File: src/rtl/motor_cmd_sequencer.sv
// motor_cmd_sequencer: UART frame parser, per-channel command slots, motor dispatch.
// Define CMD_CHECKSUM_EN for 6-byte frames ending in an XOR checksum byte.
module motor_cmd_sequencer #(
   parameter int NCH    = 10,
   parameter int DIV_W  = 15,
   parameter int STEP_W = 13,
   parameter int RX_TO  = 4800,
   parameter int ACK_TO = 16
) (
   input  logic                    CLK,
   input  logic                    reset_n,
   input  logic                    rx_valid,
   input  logic [7:0]              rx_data,
   input  logic [NCH-1:0]          mr_active,
   output logic [NCH*DIV_W-1:0]    mr_divider,
   output logic [NCH*STEP_W-1:0]   mr_steps,
   output logic [NCH-1:0]          pending,
   output logic [NCH-1:0]          busy,
   output logic [7:0]              err_cnt,
   output logic [1:0]              last_err
);

   localparam int TO_W  = $clog2(RX_TO + 1);
   localparam int ACK_W = $clog2(ACK_TO + 1);

   typedef enum logic [2:0] {
      P_ADDR, P_B0, P_B1, P_B2, P_B3
`ifdef CMD_CHECKSUM_EN
      , P_CHK
`endif
   } pstate_t;

   typedef enum logic [1:0] {D_IDLE, D_ISSUE, D_RUN} dstate_t;

   pstate_t         pState;
   logic [3:0]      chR;
   logic [23:4]     payR;
   logic [TO_W-1:0] toCnt;
`ifdef CMD_CHECKSUM_EN
   logic [7:0]      b3R;
   logic [7:0]      xorR;
`endif

   logic            frameDone;
   logic            chValid;
   logic            chkOk;
   logic            rxTimeout;
   logic [31:4]     frameCmd;
   logic            errEv;
   logic [1:0]      errCode;
   logic [NCH-1:0]  consume;
   logic [NCH-1:0]  wrOk;
   logic [NCH-1:0]  slotBlk;

   always_comb begin
`ifdef CMD_CHECKSUM_EN
      frameDone = rx_valid && (pState == P_CHK);
      frameCmd  = {b3R, payR};
      chkOk     = (rx_data == xorR);
`else
      frameDone = rx_valid && (pState == P_B3);
      frameCmd  = {rx_data, payR};
      chkOk     = 1'b1;
`endif
      chValid   = ({1'b0, chR} < 5'(NCH));
      rxTimeout = (pState != P_ADDR) && !rx_valid &&
                  (toCnt == TO_W'(RX_TO - 1));
   end

   // At most one error source per cycle: a timeout excludes a frame end.
   always_comb begin
      errEv   = 1'b0;
      errCode = 2'd0;
      if (rxTimeout) begin
         errEv   = 1'b1;
         errCode = 2'd1;
      end else if (frameDone) begin
         if (!chValid) begin
            errEv   = 1'b1;
            errCode = 2'd0;
         end else if (!chkOk) begin
            errEv   = 1'b1;
            errCode = 2'd3;
         end else if (|slotBlk) begin
            errEv   = 1'b1;
            errCode = 2'd2;
         end
      end
   end

   always_ff @(posedge CLK or negedge reset_n) begin
      if (!reset_n) begin
         pState   <= P_ADDR;
         chR      <= '0;
         payR     <= '0;
         toCnt    <= '0;
         err_cnt  <= '0;
         last_err <= '0;
`ifdef CMD_CHECKSUM_EN
         b3R      <= '0;
         xorR     <= '0;
`endif
      end else begin
         if (rx_valid || pState == P_ADDR || rxTimeout)
            toCnt <= '0;
         else
            toCnt <= toCnt + TO_W'(1);
         if (errEv) begin
            last_err <= errCode;
            if (err_cnt != 8'hFF)
               err_cnt <= err_cnt + 8'd1;
         end
         if (rxTimeout) begin
            pState <= P_ADDR;
         end else if (rx_valid) begin
            case (pState)
               P_ADDR: begin
                  chR    <= rx_data[3:0];
                  pState <= P_B0;
`ifdef CMD_CHECKSUM_EN
                  xorR   <= rx_data;
`endif
               end
               P_B0: begin
                  payR[7:4] <= rx_data[7:4];
                  pState    <= P_B1;
`ifdef CMD_CHECKSUM_EN
                  xorR      <= xorR ^ rx_data;
`endif
               end
               P_B1: begin
                  payR[15:8] <= rx_data;
                  pState     <= P_B2;
`ifdef CMD_CHECKSUM_EN
                  xorR       <= xorR ^ rx_data;
`endif
               end
               P_B2: begin
                  payR[23:16] <= rx_data;
                  pState      <= P_B3;
`ifdef CMD_CHECKSUM_EN
                  xorR        <= xorR ^ rx_data;
`endif
               end
`ifdef CMD_CHECKSUM_EN
               P_B3: begin
                  b3R    <= rx_data;
                  xorR   <= xorR ^ rx_data;
                  pState <= P_CHK;
               end
               P_CHK:   pState <= P_ADDR;
`else
               P_B3:    pState <= P_ADDR;
`endif
               default: pState <= P_ADDR;
            endcase
         end
      end
   end

   for (genvar c = 0; c < NCH; c++) begin : g_ch
      dstate_t           dState;
      logic              pendR;
      logic              busyR;
      logic              hit;
      logic [DIV_W-1:0]  slotDiv;
      logic [DIV_W-1:0]  divR;
      logic [STEP_W-1:0] slotSteps;
      logic [STEP_W-1:0] stepsR;
      logic [ACK_W-1:0]  ackCnt;

      assign hit        = frameDone && chValid && chkOk && (chR == 4'(c));
      assign consume[c] = (dState == D_IDLE) && pendR && !mr_active[c];
      // A slot drained this very cycle counts as free for the incoming frame.
      assign wrOk[c]    = hit && (!pendR || consume[c]);
      assign slotBlk[c] = hit && pendR && !consume[c];

      always_ff @(posedge CLK or negedge reset_n) begin
         if (!reset_n) begin
            dState    <= D_IDLE;
            pendR     <= 1'b0;
            busyR     <= 1'b0;
            slotDiv   <= '0;
            slotSteps <= '0;
            divR      <= '0;
            stepsR    <= '0;
            ackCnt    <= '0;
         end else begin
            if (wrOk[c]) begin
               slotDiv   <= frameCmd[DIV_W+3:4];
               slotSteps <= frameCmd[31:32-STEP_W];
            end
            if (wrOk[c])
               pendR <= 1'b1;
            else if (consume[c])
               pendR <= 1'b0;
            case (dState)
               D_IDLE: begin
                  if (consume[c]) begin
                     divR   <= slotDiv;
                     stepsR <= slotSteps;
                     ackCnt <= '0;
                     busyR  <= 1'b1;
                     dState <= D_ISSUE;
                  end
               end
               D_ISSUE: begin
                  if (mr_active[c]) begin
                     dState <= D_RUN;
                  end else if (ackCnt == ACK_W'(ACK_TO - 1)) begin
                     stepsR <= '0;
                     busyR  <= 1'b0;
                     dState <= D_IDLE;
                  end else begin
                     ackCnt <= ackCnt + ACK_W'(1);
                  end
               end
               D_RUN: begin
                  if (!mr_active[c]) begin
                     stepsR <= '0;
                     busyR  <= 1'b0;
                     dState <= D_IDLE;
                  end
               end
               default: dState <= D_IDLE;
            endcase
         end
      end

      assign mr_divider[c*DIV_W +: DIV_W]  = divR;
      assign mr_steps[c*STEP_W +: STEP_W] = stepsR;
      assign pending[c]                   = pendR;
      assign busy[c]                      = busyR;
   end

endmodule

File: config.mk
export PLATFORM = sky130hd
export DESIGN_NAME = motor_cmd_sequencer
export DESIGN_NICKNAME = d
export VERILOG_FILES = /design/src/rtl/motor_cmd_sequencer.sv
export SDC_FILE = /design/constraint.sdc
export NUM_CORES = 1
export LEC_CHECK = 0
export CAP_MARGIN = 20
export CORE_ASPECT_RATIO = 1.5
export CORE_UTILIZATION = 33
export DETAILED_ROUTE_END_ITERATION = 8
export GPL_TIMING_DRIVEN = 0
export PLACE_DENSITY_LB_ADDON = 0.05
export SYNTH_ARGS = -nofsm -noshare
export SYNTH_HDL_FRONTEND = slang
export SYNTH_SLANG_ARGS = --single-unit
File: constraint.sdc
create_clock -name CLK -period 2 [get_ports CLK]
set_input_delay 0.4 -clock CLK [delete_from_list [all_inputs] [get_ports CLK]]
set_output_delay 0.4 -clock CLK [all_outputs]
set_load 0.01 [all_outputs]
==> results.sh <==
export IMPL_grt_pass1_wl_um=132300
export IMPL_max_clock_freq_mhz=454.1
export IMPL_start_util=0.3344
export IMPL_slowest_delay_ns=0.43
export IMPL_violations="negative hold slack, negative setup slack"
export IMPL_r2r_start="pState[1]$_DFFE_PN0P_"
export IMPL_grt_pass1_vias=20600
export IMPL_clk_pin_slew_ns=0.06
export IMPL_arrival_ns=2.71
export IMPL_area_growth_pct=34.72
export IMPL_most_common_layout_cells="682 x dfrtp_1, 367 x mux2_2, 223 x nand2_1"
export IMPL_hold_viol_final=98
export IMPL_clock_latency_ns=0.63
export IMPL_cpLargestDelayFamily="simple AND/OR/NAND/NOR gates"
export IMPL_async_reset_ff_frac=1.000
export IMPL_fp_dieArea_um2=90270
export IMPL_p_leak_nw=19.07
export IMPL_dieHeight_um=367.5
export IMPL_io_pins=331
export IMPL_timing_final_crit_share=1.101
export IMPL_cts_buffers=75
export IMPL_drive_gt1_frac=0.3346
export IMPL_criticalPathCategory="reg2reg"
export IMPL_vias=19670
export IMPL_status="complete, but fails checks"
export IMPL_synth_seq_area_share=0.5961
export IMPL_relSlewSlack=0.2886
export IMPL_synth_cells=2298
export IMPL_gp_congestion=0.7762
export IMPL_power_density_nw_per_um2=1207
export IMPL_netlist_area_leader_share=0.5961
export IMPL_multi_input_area_um2=12030
export IMPL_grt_antenna_before_repair=6
export IMPL_r2r_setup_slack_ns=-0.20
export IMPL_synth_edf_count=0
export IMPL_cts_hold_buf=1
export IMPL_cts_tree="yes"
export IMPL_nFillCells=8111
export IMPL_hold_class="in2async"
export IMPL_crit_cells=7
export IMPL_synth_ff_type="dfrtp_1"
export IMPL_num_rows=133
export IMPL_h_tree_depth=3
export IMPL_setup_worst_path_end_class="register"
export IMPL_path_cells="and4bb_4 > buf_12 > nand4_1 > a21oi_4 > buf_6 > buf_8 > mux2_4"
export IMPL_fin_crit_ns=2.202
export IMPL_regArea_um2=17540
export IMPL_stdcell_area_um2=39590
export IMPL_cts_max_path_buffers=3
export IMPL_yosys_area_top_type="dfrtp_1"
export IMPL_routed_via_density=4.843
export IMPL_gr_total_overflow=0
export IMPL_syn_nets=2380
export IMPL_setup_ws_ns=-0.2020
export IMPL_hpwl_um=61060
export IMPL_crit_fanout=5
export IMPL_drt_wl_total_um=88330
export IMPL_rr_endpoint="g_ch[7].slotDiv[14]$_DFFE_PN0P_"
export IMPL_nets=2938
export IMPL_dpl_cell_area_um2=34620
export IMPL_cts_sinks=700
export IMPL_postSynthAreaPerCell_um2=12.79
export IMPL_ys_seq_elements=700
export IMPL_yosysUniqueCellTypes=63
export IMPL_finalSetupViolCount=153
export IMPL_syn_cell_area_um2=29380
export IMPL_critPathLaunchType="register"
export IMPL_die_w_um=245.6
export IMPL_portBuffers=329
export IMPL_fp_coreArea_um2=87860
export IMPL_cp_required_ns=2.51
export IMPL_drc=0
export IMPL_drv_cap=0
export IMPL_firstDrtPassIters=5
export IMPL_rsz0062_at_grt="yes"
export IMPL_irDropWorstVdd_v=0.0006564
export IMPL_final_common_cell="dfrtp_1"
export IMPL_slew_violations=0
export IMPL_cp_num_buf_inv=3
export IMPL_grt_use_total=0.1955
export IMPL_fin_hold_ws_ns=-0.2826
export IMPL_drt_iter0_markers=790
export IMPL_grt_max_degree=116
export IMPL_drtAntennaViolNets=0
export IMPL_slowest_stage="dfrtp_2"
export IMPL_tightest_slew_ns=1.067
export IMPL_skew_ns=0.02173
export IMPL_yosys_top_cells_area="dfrtp_1 60%, mux2_2 17%, nand2b_1 3.2%"
export IMPL_wire_per_inst_um=21.74
export IMPL_yosysWarnings=0
export IMPL_root_buffer="clkbuf_16"
export IMPL_rr_worst_depth=7
-- metal layers --
layer	GRT usage	part of all wire
met3	0.04984	0.058
met1	0.2440	0.42
met5	0	0
met2	0.3301	0.50
met4	0.05721	0.022
-- stage by stage --
step / util / setup TNS, ns / total power (W) / instances / setup slack [ns]
2_1_floorplan: - / -0.02197 / 0.02583 / 2298 / -0.02197
3_3_place_gp: 0.3890 / - / 0.03097 / 3774 / -31.66
3_5_place_dp: 0.3940 / -377.09 / 0.03172 / 3799 / -1.008
4_1_cts: 0.4410 / -15.21 / 0.04754 / 3999 / -0.2276
5_1_grt: 0.4505 / -26.17 / 0.05056 / 4060 / -0.2470
6_report: 0.4505 / -15.79 / 0.04777 / 4062 / -0.2020
-- flip-flops by register name (all words and copies together) (netlist names) --
name / count
last_err: 2
chR: 4
g_ch.pendR: 10
g_ch.slotDiv: 150
payR: 20
pState: 3
g_ch.divR: 150
g_ch.slotSteps: 130
g_ch.ackCnt: 50
toCnt: 13
err_cnt: 8
g_ch.dState: 20
g_ch.busyR: 10
g_ch.stepsR: 130
-- cells by family after synthesis --
group,after synthesis,synth area share
simple gates,548,0.09478
mux,471,0.1830
compound gates,314,0.06575
buf+inv,188,0.02964
flops,700,0.5961
xor+xnor,16,0.004769
fa+ha+maj,61,0.02597
-- area by class of cell --
type,count,share of cell area
inverter,52,0.004931
clock inverter,25,0.007523
buffer,117,0.02124
antenna,4,0.0002529
sequential,700,0.4431
clock buffer,107,0.05503
multi-input combinational,1411,0.3040
tap,1147,0.03625
timing repair buffer,499,0.1277
-- synth_stat cells, types with 16 or more instances --
cell type	count
a21o_1	16
a21oi_1	20
nand2_1	230
buf_2	18
nor3_1	18
inv_1	52
and3_1	16
buf_4	28
a22o_1	35
ha_1	61
mux2_4	20
nand2b_1	150
mux2_2	440
nor2_1	52
dfrtp_1	700
nand3_1	26
clkbuf_1	86
o21ai_0	187
-- worst max path at each step --
stage,to,start,slack (ns)
finish,g_ch[7].slotDiv[14]$_DFFE_PN0P_,pState[1]$_DFFE_PN0P_,-0.20
global route,g_ch[2].slotDiv[5]$_DFFE_PN0P_,pState[1]$_DFFE_PN0P_,-0.25
CTS,err_cnt[1]$_DFFE_PN0P_,pState[0]$_DFFE_PN0P_,-0.23
detailed placement,err_cnt[1]$_DFFE_PN0P_,mr_active[7],-1.01
global placement,g_ch[2].divR[12]$_DFFE_PN0P_,reset_n,-31.66
floorplan,err_cnt[1]$_DFFE_PN0P_,g_ch[3].dState[0]$_DFFE_PN0P_,-0.02
-- where the power goes --
group	switching, W	total (W)	internal, W	leakage [nW]
Sequential	0.00177	0.0187	0.0169	9.58
Combinational	0.00779	0.0150	0.00717	8.27
Clock	0.00590	0.0141	0.00824	1.22
-- timing repair --
item                       CTS  global route
gates resized for setup    422           140
setup endpoints to repair  688           694
setup buffers               71            70
hold endpoints to repair    99            98
pin swaps                   23            29
gates cloned                 7             6
Note: power is estimated with default switching activity, not from simulation.
